`config.mk`:
```
export PLATFORM = sky130hd
export DESIGN_NAME = alu_issue_stage
export DESIGN_NICKNAME = d
export VERILOG_FILES = /design/src/rtl/ctrl_encode_def.sv /design/src/rtl/alu_ctrl_decode.sv /design/src/rtl/alu_issue_stage.sv
export SDC_FILE = /design/constraint.sdc
export NUM_CORES = 1
export LEC_CHECK = 0
export BUFFER_PORTS_ARGS = -buffer_cell sky130_fd_sc_hd__buf_4
export CAP_MARGIN = 20
export CORE_AREA = 2 2 132 134
export DETAILED_ROUTE_END_ITERATION = 12
export DIE_AREA = 0 0 134 136
export GPL_TIMING_DRIVEN = 0
export PLACE_DENSITY = 0.7
export SYNTH_ARGS = -nofsm -noshare
export SYNTH_HDL_FRONTEND = slang
export SYNTH_SLANG_ARGS = --single-unit
```
`constraint.sdc`:
```
create_clock -name clk -period 2.6 [get_ports clk]
set_input_delay 0.26 -clock clk [delete_from_list [all_inputs] [get_ports clk]]
set_output_delay 0.26 -clock clk [all_outputs]
set_load 0.01 [all_outputs]
```
`src/rtl/ctrl_encode_def.sv`:
```
// Shared ALU-op, opcode/funct and forwarding-select encodings for the PCPU datapath.
package ctrl_encode_def;

  localparam logic [2:0] ALUOP_NOP = 3'b000;
  localparam logic [2:0] ALUOP_ADD = 3'b001;
  localparam logic [2:0] ALUOP_SUB = 3'b010;
  localparam logic [2:0] ALUOP_AND = 3'b011;
  localparam logic [2:0] ALUOP_OR  = 3'b100;
  localparam logic [2:0] ALUOP_NOR = 3'b101;
  localparam logic [2:0] ALUOP_SLT = 3'b110;

  localparam logic [5:0] OP_RTYPE = 6'h00;
  localparam logic [5:0] OP_BEQ   = 6'h04;
  localparam logic [5:0] OP_ADDI  = 6'h08;
  localparam logic [5:0] OP_ADDIU = 6'h09;
  localparam logic [5:0] OP_SLTI  = 6'h0A;
  localparam logic [5:0] OP_ANDI  = 6'h0C;
  localparam logic [5:0] OP_ORI   = 6'h0D;
  localparam logic [5:0] OP_LUI   = 6'h0F;
  localparam logic [5:0] OP_LW    = 6'h23;
  localparam logic [5:0] OP_SW    = 6'h2B;

  localparam logic [5:0] FUNCT_ADD  = 6'h20;
  localparam logic [5:0] FUNCT_ADDU = 6'h21;
  localparam logic [5:0] FUNCT_SUB  = 6'h22;
  localparam logic [5:0] FUNCT_SUBU = 6'h23;
  localparam logic [5:0] FUNCT_AND  = 6'h24;
  localparam logic [5:0] FUNCT_OR   = 6'h25;
  localparam logic [5:0] FUNCT_NOR  = 6'h27;
  localparam logic [5:0] FUNCT_SLT  = 6'h2A;

  localparam logic [1:0] FWD_RF    = 2'b00;
  localparam logic [1:0] FWD_EXMEM = 2'b01;
  localparam logic [1:0] FWD_MEMWB = 2'b10;

  typedef enum logic [1:0] {ImmNone, ImmSext, ImmZext, ImmLui} imm_sel_e;
  typedef enum logic {WregRt, WregRd} wreg_sel_e;

endpackage

```
`src/rtl/alu_ctrl_decode.sv`:
```
// Combinational opcode/funct decoder: ALU op, immediate kind, destination select, flags.
module alu_ctrl_decode
  import ctrl_encode_def::*;
(
  input  logic [5:0] op_i,
  input  logic [5:0] funct_i,
  output logic [2:0] alu_ctrl_o,
  output imm_sel_e   imm_sel_o,
  output wreg_sel_e  wreg_sel_o,
  output logic       reg_write_o,
  output logic       mem_read_o,
  output logic       mem_write_o,
  output logic       branch_o,
  output logic       illegal_o
);

  always_comb begin
    alu_ctrl_o  = ALUOP_NOP;
    imm_sel_o   = ImmNone;
    wreg_sel_o  = WregRt;
    reg_write_o = 1'b0;
    mem_read_o  = 1'b0;
    mem_write_o = 1'b0;
    branch_o    = 1'b0;
    illegal_o   = 1'b0;
    unique case (op_i)
      OP_RTYPE: begin
        wreg_sel_o  = WregRd;
        reg_write_o = 1'b1;
        unique case (funct_i)
          FUNCT_ADD, FUNCT_ADDU: alu_ctrl_o = ALUOP_ADD;
          FUNCT_SUB, FUNCT_SUBU: alu_ctrl_o = ALUOP_SUB;
          FUNCT_AND:             alu_ctrl_o = ALUOP_AND;
          FUNCT_OR:              alu_ctrl_o = ALUOP_OR;
          FUNCT_NOR:             alu_ctrl_o = ALUOP_NOR;
          FUNCT_SLT:             alu_ctrl_o = ALUOP_SLT;
          default: begin
            reg_write_o = 1'b0;
            illegal_o   = 1'b1;
          end
        endcase
      end
      OP_ADDI, OP_ADDIU: begin
        alu_ctrl_o = ALUOP_ADD; imm_sel_o = ImmSext; reg_write_o = 1'b1;
      end
      OP_SLTI: begin
        alu_ctrl_o = ALUOP_SLT; imm_sel_o = ImmSext; reg_write_o = 1'b1;
      end
      OP_ANDI: begin
        alu_ctrl_o = ALUOP_AND; imm_sel_o = ImmZext; reg_write_o = 1'b1;
      end
      OP_ORI: begin
        alu_ctrl_o = ALUOP_OR; imm_sel_o = ImmZext; reg_write_o = 1'b1;
      end
      OP_LUI: begin
        alu_ctrl_o = ALUOP_ADD; imm_sel_o = ImmLui; reg_write_o = 1'b1;
      end
      OP_LW: begin
        alu_ctrl_o = ALUOP_ADD; imm_sel_o = ImmSext; reg_write_o = 1'b1; mem_read_o = 1'b1;
      end
      OP_SW: begin
        alu_ctrl_o = ALUOP_ADD; imm_sel_o = ImmSext; mem_write_o = 1'b1;
      end
      OP_BEQ: begin
        alu_ctrl_o = ALUOP_SUB; branch_o = 1'b1;
      end
      default: illegal_o = 1'b1;
    endcase
  end

endmodule

```
`src/rtl/alu_issue_stage.sv`:
```
// ID/EX stage: decode, operand forwarding/immediate muxing and the ID/EX pipeline register.
module alu_issue_stage
  import ctrl_encode_def::*;
#(
  parameter int unsigned DW = 32,
  parameter int unsigned RW = 5
) (
  input  logic          clk,
  input  logic          rst,
  input  logic          id_valid,
  input  logic [31:0]   id_instr,
  input  logic [DW-1:0] id_pc,
  input  logic [DW-1:0] rf_rdata1,
  input  logic [DW-1:0] rf_rdata2,
  input  logic [DW-1:0] exmem_result,
  input  logic [DW-1:0] memwb_result,
  input  logic [1:0]    fwd_a_sel,
  input  logic [1:0]    fwd_b_sel,
  input  logic          stall,
  input  logic          flush,
  output logic          ex_valid,
  output logic [2:0]    ex_alu_ctrl,
  output logic [DW-1:0] ex_data_in1,
  output logic [DW-1:0] ex_data_in2,
  output logic [DW-1:0] ex_store_data,
  output logic [RW-1:0] ex_wreg,
  output logic          ex_reg_write,
  output logic          ex_mem_read,
  output logic          ex_mem_write,
  output logic          ex_branch,
  output logic [DW-1:0] ex_pc,
  output logic          ex_illegal
);

  typedef struct packed {
    logic          valid;
    logic [2:0]    alu_ctrl;
    logic [DW-1:0] data_in1;
    logic [DW-1:0] data_in2;
    logic [DW-1:0] store_data;
    logic [RW-1:0] wreg;
    logic          reg_write;
    logic          mem_read;
    logic          mem_write;
    logic          branch;
    logic [DW-1:0] pc;
    logic          illegal;
  } ex_reg_t;

  logic [2:0] dec_alu_ctrl;
  imm_sel_e   dec_imm_sel;
  wreg_sel_e  dec_wreg_sel;
  logic       dec_reg_write, dec_mem_read, dec_mem_write, dec_branch, dec_illegal;

  alu_ctrl_decode u_decode (
    .op_i        (id_instr[31:26]),
    .funct_i     (id_instr[5:0]),
    .alu_ctrl_o  (dec_alu_ctrl),
    .imm_sel_o   (dec_imm_sel),
    .wreg_sel_o  (dec_wreg_sel),
    .reg_write_o (dec_reg_write),
    .mem_read_o  (dec_mem_read),
    .mem_write_o (dec_mem_write),
    .branch_o    (dec_branch),
    .illegal_o   (dec_illegal)
  );

  // rs index is consumed by the regfile/hazard unit, not here.
  logic unused_rs;
  assign unused_rs = ^id_instr[25:21];

  logic [DW-1:0] rs_fwd, rt_fwd, imm_ext;
  logic [RW-1:0] wreg;
  ex_reg_t       dec, ex_d, ex_q;

  always_comb begin
    unique case (fwd_a_sel)
      FWD_EXMEM: rs_fwd = exmem_result;
      FWD_MEMWB: rs_fwd = memwb_result;
      default:   rs_fwd = rf_rdata1;
    endcase
    unique case (fwd_b_sel)
      FWD_EXMEM: rt_fwd = exmem_result;
      FWD_MEMWB: rt_fwd = memwb_result;
      default:   rt_fwd = rf_rdata2;
    endcase
    unique case (dec_imm_sel)
      ImmSext: imm_ext = {{(DW-16){id_instr[15]}}, id_instr[15:0]};
      ImmZext: imm_ext = {{(DW-16){1'b0}}, id_instr[15:0]};
      ImmLui:  imm_ext = {{(DW-32){1'b0}}, id_instr[15:0], 16'h0000};
      default: imm_ext = '0;
    endcase
    wreg = (dec_wreg_sel == WregRd) ? RW'(id_instr[15:11]) : RW'(id_instr[20:16]);
  end

  always_comb begin
    dec.valid      = 1'b1;
    dec.alu_ctrl   = dec_alu_ctrl;
    dec.data_in1   = (dec_imm_sel == ImmLui) ? '0 : rs_fwd;
    dec.data_in2   = (dec_imm_sel == ImmNone) ? rt_fwd : imm_ext;
    dec.store_data = rt_fwd;
    dec.wreg       = wreg;
    dec.reg_write  = dec_reg_write && (wreg != '0);
    dec.mem_read   = dec_mem_read;
    dec.mem_write  = dec_mem_write;
    dec.branch     = dec_branch;
    dec.pc         = id_pc;
    dec.illegal    = dec_illegal;
  end

  // Flush beats stall; an invalid decode slot loads the same all-zero bubble.
  always_comb begin
    ex_d = ex_q;
    if (flush) begin
      ex_d = '0;
    end else if (!stall) begin
      ex_d = id_valid ? dec : '0;
    end
  end

  always_ff @(posedge clk) begin
    if (rst) begin
      ex_q <= '0;
    end else begin
      ex_q <= ex_d;
    end
  end

  assign ex_valid      = ex_q.valid;
  assign ex_alu_ctrl   = ex_q.alu_ctrl;
  assign ex_data_in1   = ex_q.data_in1;
  assign ex_data_in2   = ex_q.data_in2;
  assign ex_store_data = ex_q.store_data;
  assign ex_wreg       = ex_q.wreg;
  assign ex_reg_write  = ex_q.reg_write;
  assign ex_mem_read   = ex_q.mem_read;
  assign ex_mem_write  = ex_q.mem_write;
  assign ex_branch     = ex_q.branch;
  assign ex_pc         = ex_q.pc;
  assign ex_illegal    = ex_q.illegal;

endmodule
```
==> results of run 1 <==
[power breakdown]
| part | switching, uW | internal (uW) |
|---|---|---|
| combinational | 582 | 436 |
| clock | 1040 | 1550 |
| sequential | 27.5 | 2220 |
[critical path: stages]
cell and delay, ns:
sky130_fd_sc_hd__buf_4 0.12, sky130_fd_sc_hd__inv_1 0.05, sky130_fd_sc_hd__ha_1 0.23, sky130_fd_sc_hd__clkbuf_1 0.48, sky130_fd_sc_hd__a22oi_1 0.17, sky130_fd_sc_hd__o21ai_0 0.69
sky130_fd_sc_hd__mux2i_1 0.23, sky130_fd_sc_hd__o21ai_0 0.20
[kinds of logic after synthesis]
logic type,after synthesis,share of synthesized area [%]
muxes,10,1.535
xor gates and xnor gates,1,0.1264
and+or+nand+nor,285,17.95
buffers and inverters,94,5.580
adders and majority gates,4,0.7223
DFF,142,41.03
AOI/OAI and AO/OA,336,33.06
[sequential cells by signal, summed over array words and instances (netlist names), 3 cells and up]
name           count
ex_pc             32
ex_alu_ctrl        3
ex_wreg            5
ex_store_data     32
ex_data_in2       32
ex_data_in1       32
[worst paths after layout]
kind | startpoint | to | slack, ns | depth (start not counted)
worst max register to register | ex_data_in2[15] | ex_data_in2[15] | 1.66 | 2
worst min-delay path | id_pc[27] | ex_pc[27] | 0.06 | 3
worst max-delay path | fwd_b_sel[0] | ex_data_in2[0] | 0.52 | 8
worst min register to register | ex_alu_ctrl[0] | ex_alu_ctrl[0] | 0.46 | 2
[stage by stage]
| step | instance area (um^2) | util [%] | cells | hold slack (ns) | setup WS, ns |
|---|---|---|---|---|---|
| detailed placement | 9726 | 57.63 | 1432 | 0.4538 | 0.1098 |
| floorplan | 6929 | - | 872 | 0.4041 | 0.8248 |
| global placement | 9726 | 57.63 | 1432 | 0.4397 | 0.09131 |
| global route | 10340 | 61.29 | 1463 | 0.05572 | 0.2396 |
| CTS | 10340 | 61.29 | 1463 | 0.04603 | 0.5594 |
| finish | 10340 | 61.29 | 1463 | 0.05814 | 0.5230 |
[layout by cell type (no fill, tap or decap), types with 11 or more instances in the layout]
master                      count
sky130_fd_sc_hd__a22oi_1      166
sky130_fd_sc_hd__o21ai_0       79
sky130_fd_sc_hd__nor2_1       115
sky130_fd_sc_hd__nand3_1       22
sky130_fd_sc_hd__buf_4        337
sky130_fd_sc_hd__a211oi_1      11
sky130_fd_sc_hd__clkbuf_16     17
sky130_fd_sc_hd__a21oi_1       27
sky130_fd_sc_hd__a31oi_1       11
sky130_fd_sc_hd__dfxtp_1      142
sky130_fd_sc_hd__nand2_1      117
sky130_fd_sc_hd__clkbuf_1      65
[metal layers]
metal | wire (um) | vias up
met5 | 0 | -
met4 | 846 | 0
met3 | 2509 | 63
met2 | 14180 | 427
met1 | 12580 | 3963
li1 | - | 3917
[cell usage after synthesis (3+ instances only)]
cell / count
sky130_fd_sc_hd__o311ai_0: 3
sky130_fd_sc_hd__o21ai_0: 79
sky130_fd_sc_hd__a21oi_1: 27
sky130_fd_sc_hd__ha_1: 4
sky130_fd_sc_hd__dfxtp_1: 142
sky130_fd_sc_hd__mux2_2: 5
sky130_fd_sc_hd__o211ai_1: 6
sky130_fd_sc_hd__inv_1: 10
sky130_fd_sc_hd__mux2i_1: 5
sky130_fd_sc_hd__nor3b_1: 3
sky130_fd_sc_hd__a22oi_1: 166
sky130_fd_sc_hd__a211oi_1: 11
sky130_fd_sc_hd__nor2b_1: 5
sky130_fd_sc_hd__o32a_1: 4
sky130_fd_sc_hd__a32oi_1: 4
sky130_fd_sc_hd__nand2_1: 117
sky130_fd_sc_hd__buf_1: 8
sky130_fd_sc_hd__a32o_1: 10
sky130_fd_sc_hd__buf_2: 6
sky130_fd_sc_hd__nand3_1: 22
sky130_fd_sc_hd__a31oi_1: 11
sky130_fd_sc_hd__clkbuf_1: 65
sky130_fd_sc_hd__nor3_1: 4
sky130_fd_sc_hd__nor2_1: 115
sky130_fd_sc_hd__nand2b_1: 3
[final cells by class]
class	instances	share of cell area, %
inverters	10	0.3629
repair buffers	335	24.31
plain buffers	84	3.375
flip-flops and latches	142	27.48
clock inverters	13	1.730
multi-input cells	636	35.77
well taps	225	2.722
clock buffers	18	4.246
==> impl_summary.md, run 1 <==
Yosys
The synthesized area per cell is 7.946 um^2. The number of enable flip-flop cells after synthesis is 0. By area the synthesized netlist is led by sky130_fd_sc_hd__dfxtp_1 (41%), sky130_fd_sc_hd__a22oi_1 (18%), sky130_fd_sc_hd__nand2_1 (6.3%). The number of synthesis warnings is 0. The synthesized netlist cell count is 872.

The number of synthesized register bits is 142. Counting distinct cell types in the post-synthesis netlist gives 52. The mapped cell area is 6929 um^2. The synthesized design devotes to its leading area cell type 41.03% of total area. Counting every net in the synthesized netlist gives 1077. The share of synthesized registers carrying an async set or reset is 0%. Of all cell types, the one taking the most synthesized area is sky130_fd_sc_hd__dfxtp_1. The most used flip-flop cell after synthesis is sky130_fd_sc_hd__dfxtp_1. The portion of the post-synthesis area used by sequential elements is 41.03%.

Place
At the end of routability-driven placement, the weighted congestion stood at 0.9420. Buffers placed on the I/O ports in this run total 335. The placed wire-length estimate is 23550 um.

Routing
Once detail routing completed, the nets flagged for antenna violations numbered 0. Using the TritonRoute via totals, the vias-per-cell ratio works out to 5.721. The DRC violations left is 0.

The routed layout has 8370 vias. The number of violations reported at the end of detailed-routing iteration 0 is 720. The first TritonRoute pass finished after 6 iterations. The average routed wire per standard cell is 20.59 um. For this block, the routed nets add up to 30120 um of wire.

Timing
Across the routed clock network, the largest skew measured is 0 ns. The final-report max-slew violation count is 0. The period utilization is 79.88%. The worst path needs 2.077 ns of the cycle, external delays included. Setup repair after global routing left no endpoint under its margin.

The timing-limited maximum frequency is 0.4815 GHz. The setup TNS is 0 ns. For the pin with the worst max-slew slack, the measured transition is 0.9010 ns. The number of endpoints failing setup at the final stage is 0.

The remaining max-slew budget at the tightest pin is 39.94%. The final hold violation count is 0.

Clock network
Clock-pin slew was measured on the worst setup and hold paths at 0.07 ns. The largest buffer count on any clock path is 2. The level count of the clock H-tree is 4. The number of buffers added by the clock tree synthesis step is 17. Post-CTS timing repair inserted 0 buffers for setup. The number of gates given a new drive strength after cts is 0. TritonCTS built the clock tree. The clock insertion delay at the later pin of the skew report is 0.43 ns. The total clock sinks is 142.

The master cell of the clock root buffer is sky130_fd_sc_hd__clkbuf_16. The number of hold buffers added after cts is 0.

Pwr
Summing internal, switching and leakage power gives 5861 uW. Power spread over the standard cell area amounts to 566.6 nW/um^2. The leakage power summed over all cells is 0.004309 uW.

VDD sags by at most 0.4826 mV.

GRT
The number of antenna violations at the first check in global routing was 0. Global routing used 31.83% of the available tracks. The global-route met1 utilization is 40.18%. Global routing used 7.755% of the available met3 tracks. The number of global-route vias before repair is 7892. The pin count of the biggest net entering global routing is 17.

For this run, global-route usage on met2 was measured as 53.28%. Summed over all layers, the global routing overflow is 0. The wire length of the first global-routing pass is 44520 um. The busiest metal layer after global routing is met2.

Finish
The area of combinational cells with multiple inputs is 3700 um^2. In the final layout, the share of cells above drive strength 1 is 31.42%. The synthesis-to-finish area growth is 49.28%. The antenna diode count is 0. After the last flow step, the layout net total stands at 1431. The number of filler cells placed in the layout is 1538. The register area is 2843 um^2.

Critical path
The largest driver fanout on the critical path is 10. The required arrival time at the worst endpoint is 2.96 ns. The sort of element at the end of the critical path is a flip-flop. STA classifies the critical path startpoint as a primary input. The arrival time at the worst endpoint is 2.44 ns. The critical path start-end classification is primary input to flip-flop.

Outcome
The run finished with clean final reports.

Die
The floorplan core area is 16880 um^2. The die area is 18220 um^2. The number of cell rows is 48. The effective utilization at floorplan is 41.06%. From left edge to right edge, the die measures 134 um. The top-level I/O count is 343. The die extent in y is 136 um.

Job
The tool flagged a number of max-cap violations equal to 0.

Min path
The type of the most critical hold path is primary input to flip-flop.
Power figures use the tool's default switching activity.
==> run 2, diff against run 1 <==
ABC_AREA = 1   (was default)
CORE_AREA = 2 2 134 136   (was 2 2 132 134)
DIE_AREA = 0 0 136 138   (was 0 0 134 136)
clock period = 2.13 ns   (was 2.6 ns; I/O delays follow)
==> run 2 against run 1 <==
Net effect:
- synthesized cell count is 27% higher
- worst setup slack lost 0.072 ns
- sequential cell count stayed put
- total power increased by 20%
- critical path depth is the same
- global-route usage shrank 2.0 points
- combinational power grew 27%
- highest routed layer unchanged
==> impl_summary.md, run 2 <==
Place
The placed wire-length estimate is 22780 um. The final RePlAce weighted congestion is 0.8966. The port buffer count is 336. The post-placement worst setup slack is 0.03848 ns.

Pwr
Per report_power, the sequential group accounts for 39.2% of the total. The switching power is 2106 uW. Internal power comes to 4915 uW.

For this design the ratio of total power to cell area is 667.3 nW/um^2. The part of the total power dissipated in combinational logic is 18.5%. The leakage power summed over all cells is 0.004667 uW. Net switching is 30.00% of the power. The peak supply drop is 0.5362 mV.

The clock network accounts for 42.3% of the total power.

Yosys
Counting flops and latches in the post-synthesis netlist gives 142. The count of unique library cells instantiated by Yosys is 25. sky130_fd_sc_hd__nand2_1 is the most common cell in the netlist. In the synthesized netlist, the cells that appear most often are sky130_fd_sc_hd__nand2_1 (419), sky130_fd_sc_hd__a21oi_1 (150), sky130_fd_sc_hd__dfxtp_1 (142). Yosys attributes the largest share of cell area to sky130_fd_sc_hd__dfxtp_1 (40%), sky130_fd_sc_hd__nand2_1 (22%), sky130_fd_sc_hd__a21oi_1 (11%). The synthesized netlist cell count is 1108.

The synthesized design contains 0 enable-type register cells. The leading register cell type out of synthesis is sky130_fd_sc_hd__dfxtp_1. The mapped netlist covers 7136 um^2.

A synthesized cell averages 6.440 um^2. The number of synthesis warnings is 0. The share of synthesized registers carrying an async set or reset is 0%.

The number of nets handed over by synthesis was 1313. The portion of the post-synthesis area used by sequential elements is 39.84%. Of all cell types, the one taking the most synthesized area is sky130_fd_sc_hd__dfxtp_1.

Of the post-synthesis cell area, the dominant cell type holds 39.84%.

Die
The top-level I/O count is 343. The die extent in y is 138 um. The effective utilization at floorplan is 40.70%. The width of the chip is 136 um. The floorplan core area is 17530 um^2. After floorplanning, the core was divided into 49 placement rows. The die covers 18770 um^2.

Finish
After filler insertion, the fill cell instance count of the layout stands at 1765. The antenna diode count is 0. The net count of the finished layout is 1668.

From synthesis to final layout, the design area changed by 47.45%. The most common cell after layout, fill and taps aside is sky130_fd_sc_hd__nand2_1. Leaving out fill and tap cells, the most frequent cells in the layout are sky130_fd_sc_hd__nand2_1 (419), sky130_fd_sc_hd__buf_4 (340), sky130_fd_sc_hd__a21oi_1 (150), sky130_fd_sc_hd__dfxtp_1 (142), sky130_fd_sc_hd__nand3_1 (93). Of the cells placed in the final design, the portion with a size suffix greater than 1 is 27.98%.

Critical path
The largest driver fanout on the critical path is 10. The element type at the critical path start is a primary input. Setup slack on the worst reg-to-reg path comes out at 1.47 ns.

In this run the critical register-to-register path is launched from ex_data_in2[2]. The required arrival time at the worst endpoint is 2.49 ns. The critical path in this run is classified as primary input to flip-flop.

The endpoint identified for the worst register-to-register timing path is ex_data_in2[2]. The worst setup path is captured at a flip-flop. Data arrives at the worst endpoint at 2.04 ns. For the worst flop-to-flop path, the logic depth is 2.

Outcome
The run finished with clean final reports.

Clock network
In this run, post-CTS repair resized a total of 0 instances. Clock-pin slew was measured on the worst setup and hold paths at 0.07 ns. The H-tree was split into 4 levels. The largest buffer count on any clock path is 2. The total clock sinks is 142. The number of buffers added by the clock tree synthesis step is 17.

The master cell of the clock root buffer is sky130_fd_sc_hd__clkbuf_16. The clock tree from TritonCTS is yes. The clock insertion delay at the later pin of the skew report is 0.42 ns. The number of setup buffers added after CTS is 0. For this design, the CTS-stage hold fixing added 0 buffers.

Routing
In this run, the number of DRC markers left after iteration 0 of detailed routing was 796. The count of nets left with antenna violations once routing finished came out at 0. The average routed wire per standard cell is 16.80 um. The DRC violations left is 0. The vias per cell is 5.100. The iteration count of the initial detailed-routing pass is 5. The routed layout has 8696 vias. The wire length after detailed routing is 28650 um.

Min path
The type of the most critical hold path is primary input to flip-flop. The startpoint identified for the worst hold timing path is id_pc[21]. The number of cells on the worst hold path is 3.

For hold timing, the worst endpoint is ex_pc[21].

Timing
The remaining max-slew budget at the tightest pin is 50.41%. Setup total negative slack on the finished layout was measured at 0 ns. The timing-limited maximum frequency is 0.5956 GHz. On the final layout, the worst hold slack is 0.03321 ns.

The final critical delay including setup and external delays is 1.679 ns. The number of endpoints failing setup at the final stage is 0. Once routing completed, OpenROAD measured the worst setup slack at 0.4511 ns. The final-report max-slew violation count is 0. The transition at the pin with the smallest max-transition slack is 0.7360 ns. The final hold violation count is 0.

On the final layout, the worst clock skew is 0 ns. Setup repair after global routing left no endpoint under its margin. The final critical path takes up 78.82% of the cycle.

GRT
The first global-routing pass estimated 43550 um of wire. The overall track demand over capacity in global routing is 29.85%. For this run the aggregate overflow at the end of global routing stands at 0. The number of global-route vias before repair is 8149.

Entering global routing, the biggest net connects 17 pins. The number of antenna violations at the first check in global routing is 0.

Job
Across the run, the number of max-cap violations was 0.
[run 2: how the worst max path moves through the flow]
stage | startpoint | endpoint | slack [ns] | cells past startpoint
2_1_floorplan | fwd_b_sel[0] | ex_data_in2[22] | 0.61 | 11
3_3_place_gp | fwd_b_sel[0] | ex_store_data[1] | 0.1 | 8
3_5_place_dp | fwd_b_sel[0] | ex_store_data[1] | 0.04 | 8
4_1_cts | fwd_b_sel[0] | ex_store_data[1] | 0.48 | 8
5_1_grt | fwd_b_sel[0] | ex_store_data[1] | 0.31 | 8
6_report | fwd_b_sel[0] | ex_store_data[1] | 0.45 | 8
[run 2: final cells by class]
class | count | area [um^2] | area share [%]
plain buffers | 80 | 351.6 | 3.342
clock buffers | 17 | 425.4 | 4.043
clock inverters | 15 | 151.4 | 1.439
inverters | 55 | 206.4 | 1.962
multi-input cells | 831 | 3735 | 35.50
flip-flops and latches | 142 | 2843 | 27.02
well taps | 229 | 286.5 | 2.723
repair buffers | 336 | 2522 | 23.97
[run 2: power groups by stage]
| stage | Clock, uW | Sequential [uW] | Combinational [uW] |
|---|---|---|---|
| final | 2970 | 2750 | 1300 |
| after global routing | 3110 | 2760 | 1430 |
| after CTS | 3000 | 2750 | 1290 |
| after detailed placement | 0 | 2810 | 1290 |
| after global placement | 0 | 2810 | 1280 |
| after floorplan | 0 | 2830 | 605 |
[run 2: kinds of logic after synthesis]
group	count (synthesis)	share of synthesized area (%)
and+or+nand+nor	586	33.39
AOI/OAI and AO/OA	241	18.25
buffers and inverters	135	7.821
adders and majority gates	4	0.7014
DFF	142	39.84
[run 2: worst max-delay path, cell delays in order]
cell                       delay, ns
sky130_fd_sc_hd__buf_4          0.09
sky130_fd_sc_hd__inv_1          0.03
sky130_fd_sc_hd__ha_1           0.29
sky130_fd_sc_hd__inv_2          0.16
sky130_fd_sc_hd__clkbuf_1       0.36
sky130_fd_sc_hd__o21ai_0        0.38
sky130_fd_sc_hd__or2_2          0.39
sky130_fd_sc_hd__a21oi_1        0.12
[run 2: per-layer routing]
layer | part of all wire (%) | vias to the layer above | global-route usage [%]
met1 | 40 | 3933 | 36.76
met2 | 48 | 378 | 50.54
met3 | 9.0 | 55 | 7.187
met4 | 3.0 | 0 | 10.53
met5 | 0 | - | 0
li1 | - | 4330 | -
[run 2: per-stage QoR]
step | instance area, um^2 | util (%) | total power (uW) | cells
2_1_floorplan | 7136 | - | 3440 | 1108
6_report | 10520 | 60.00 | 7021 | 1705
3_3_place_gp | 9945 | 56.71 | 4087 | 1673
5_1_grt | 10520 | 60.00 | 7291 | 1705
4_1_cts | 10520 | 60.00 | 7044 | 1705
3_5_place_dp | 9945 | 56.71 | 4095 | 1673
==> run 3, diff against run 2 <==
CORE_AREA = default   (was 2 2 134 136)
CORE_MARGIN = 2   (was default)
CORE_UTILIZATION = 42   (was default)
DIE_AREA = default   (was 0 0 136 138)
PLACE_DENSITY = 0.74   (was 0.7)
clock period = 1.48 ns   (was 2.13 ns; I/O delays follow)
==> run 3 against run 2 <==
Net effect:
- via count grew 4.7%
- total power grew 47%
- worst setup slack lost 0.38 ns
- cell count grew 1.3%
- critical path depth grew 2
- register-to-register slack lost 0.70 ns
- sequential cell count is the same
- hold slack lost 0.033 ns
- global-route usage grew 2.6 points
- critical path type unchanged
- critical endpoint is now ex_data_in2[16]
==> impl_summary.md, run 3 (same netlist as run 2, synthesis figures left out) <==
Timing
The period utilization is 95.36%. Once routing completed, OpenROAD measured the worst setup slack at 0.06860 ns. The final-report max-slew violation count came to 0. For the pin with the worst max-slew slack, the measured transition is 0.6509 ns. The worst path in the final design needs a cycle of 1.411 ns, including I/O delays and setup. Measured against its own limit, the worst slew margin works out to 56.61%. The final hold violation count is 0.

The worst hold slack is 0.0005748 ns. Based on the critical path, the design can be clocked at up to 0.7085 GHz. Between clock sinks in the finished design, the worst skew comes to 0 ns.

Setup repair after global routing left no endpoint under its margin. The number of endpoints failing setup at the final stage is 0.

Clock network
The total clock sinks is 142. The clock-pin transition on the worst setup and hold timing paths is 0.06 ns. The number of buffers added by the clock tree synthesis step is 17. The tree is rooted in a sky130_fd_sc_hd__clkbuf_16. For the worst-skew pair, the clock arrives at the later sink with an insertion delay of 0.43 ns. The clock tree from TritonCTS is yes. The largest buffer count on any clock path is 2. Buffers added to address setup during post-CTS repair amount to 0. The level count of the clock H-tree is 4.

Critical path
Among all stages on the critical path, the largest delay is contributed by sky130_fd_sc_hd__o21ai_0. The worst setup path is captured at a flip-flop. The arrival time at the worst endpoint is 1.71 ns. The critical path start-end classification is primary input to flip-flop. At the worst endpoint, the required time is 1.78 ns.

The cell that appears most often on the critical path is sky130_fd_sc_hd__nor2_1. Walking the worst path, the cells encountered are buf_4 > ha_2 > inv_4 > clkbuf_2 > o21ai_0 > inv_1 > nor2_1 > nor2_1 > nand2_1 > a21oi_1. The largest stage delay on the critical path is 0.35 ns. The element type at the critical path start is a primary input. The most critical setup path has its startpoint at fwd_b_sel[1].

The startpoint of the worst-slack reg-to-reg timing path is ex_wreg[0]. Of all nets on the critical path, the largest fanout is 10.

Routing
The number of violations reported at the end of detailed-routing iteration 0 is 722. For this run, design rule violations remaining after detail routing come to 0. Detailed routing inserted a total of 9105 vias. Dividing the detail-routed via count by the number of cells gives 5.269. The wire length after detailed routing is 29940 um. Before antenna repair, the detailed router went through 6 iterations.

The post-detailed-route count of antenna-violating nets is 0. After detailed routing, the average wire length per cell comes to 17.33 um.

GRT
The number of antenna violations at the first check in global routing is 0. The total grt overflow is 0. The number of global-route vias before repair is 8601. The overall track demand over capacity in global routing is 32.47%. Entering global routing, the biggest net connects 17 pins.

The first global-routing pass estimated 45170 um of wire.

Finish
The filler cells instantiated in the layout total 1596. Of the cells placed in the final design, the portion with a size suffix greater than 1 is 28.12%. The most common cell after layout, fill and taps aside is sky130_fd_sc_hd__nand2_1.

The number of antenna diodes in the final layout is 0. The library cells used most frequently in the layout, excluding fill and tap cells, are sky130_fd_sc_hd__nand2_1 (419), sky130_fd_sc_hd__buf_4 (340), sky130_fd_sc_hd__a21oi_1 (150), sky130_fd_sc_hd__dfxtp_1 (142), sky130_fd_sc_hd__nand3_1 (93). The net count of the finished layout is 1700.

Compared with the post-synthesis result, the final layout area differs by 52.66%.

Die
343 I/O pins were placed. Once the floorplan was initialized, standard cells occupied 43.03% of the core. Measured along the y axis, the die boundary spans 134.3 um. The floorplan core area is 16580 um^2.

The die area is 18050 um^2. The die is 134.3 um wide. After floorplanning, the core was divided into 47 placement rows.

Pwr
The total power is 10320 uW. IR analysis of the VDD net gives a maximum drop of 0.9640 mV. In this run the power density over the cells is 947.6 nW/um^2. The leakage power summed over all cells is 0.004839 uW.

Place
Prior to clock tree synthesis, the placed netlist has a worst setup slack of -0.5545 ns. The congestion estimate from routability-driven global placement came to 0.9268. Summed over all nets, the half-perimeter wirelength after detailed placement is 22900 um.

The count of buffers added on input and output ports is 336.

Min path
The worst hold path belongs to the class primary input to flip-flop. The worst hold path begins at rf_rdata1[6].

Job
The number of maximum-capacitance violations is 0.

Outcome
The run finished with clean final reports.
-- run 3: path summary, 6_finish.rpt --
check	end	depth (start not counted)	slack, ns
worst max register to register	ex_wreg[0]	2	0.77
worst max-delay path	ex_data_in2[16]	10	0.07
worst min register to register	ex_data_in2[18]	2	0.46
worst min-delay path	ex_data_in1[6]	3	0.0006
-- run 3: worst max-delay path, delay by kind of cell --
| kind | cells | cell delay [ns] |
|---|---|---|
| AOI/OAI and AO/OA | 2 | 0.42 |
| adders and majority gates | 1 | 0.34 |
| buffers and inverters | 4 | 0.51 |
| and+or+nand+nor | 3 | 0.29 |
-- run 3: metrics by stage --
| step | area, um^2 | setup TNS [ns] | cells | util, % |
|---|---|---|---|---|
| global placement | 9933 | -51.04 | 1664 | 59.90 |
| finish | 10890 | 0 | 1728 | 65.69 |
| detailed placement | 9933 | -52.40 | 1664 | 59.90 |
| CTS | 10880 | 0 | 1729 | 65.59 |
| global route | 10890 | 0 | 1728 | 65.69 |
| floorplan | 7136 | 0 | 1108 | - |
-- run 3: report_power, final --
part / switching [uW] / internal [uW] / leakage [uW] / total (uW)
clock network: 1790 / 2610 / 0.000293 / 4400
registers: 50.1 / 3910 / 0.00115 / 3960
logic: 1110 / 857 / 0.00340 / 1960
total: 2940 / 7380 / 0.00484 / 10300
-- run 3: cell type report --
type                    instances  area, um^2  share of cell area (%)
well taps                     220       275.3                   2.527
repair buffers                369        2853                   26.19
plain buffers                  79       365.4                   3.354
clock inverters                 9       97.59                  0.8959
multi-input cells             831        3742                   34.36
inverters                      55       209.0                   1.918
flip-flops and latches        142        2843                   26.10
clock buffers                  23       508.0                   4.663
-- run 3: layer usage --
metal  part of all wire [%]  routed length [um]  GRT usage [%]  vias to the layer above
met5                      0                   0              0                        -
met4                    4.4                1319          14.33                        0
met3                    8.4                2516          8.617                       95
met2                     46               13660          51.84                      439
met1                     42               12450          41.29                     4186
li1                       -                   -              -                     4385
-- run 3: repair_timing --
action / CTS / global route
hold buffers: 33 / 0
gates resized for setup: 6 / 15
endpoints found under the setup margin: 88 / 51
endpoints found under the hold margin: 33 / 0
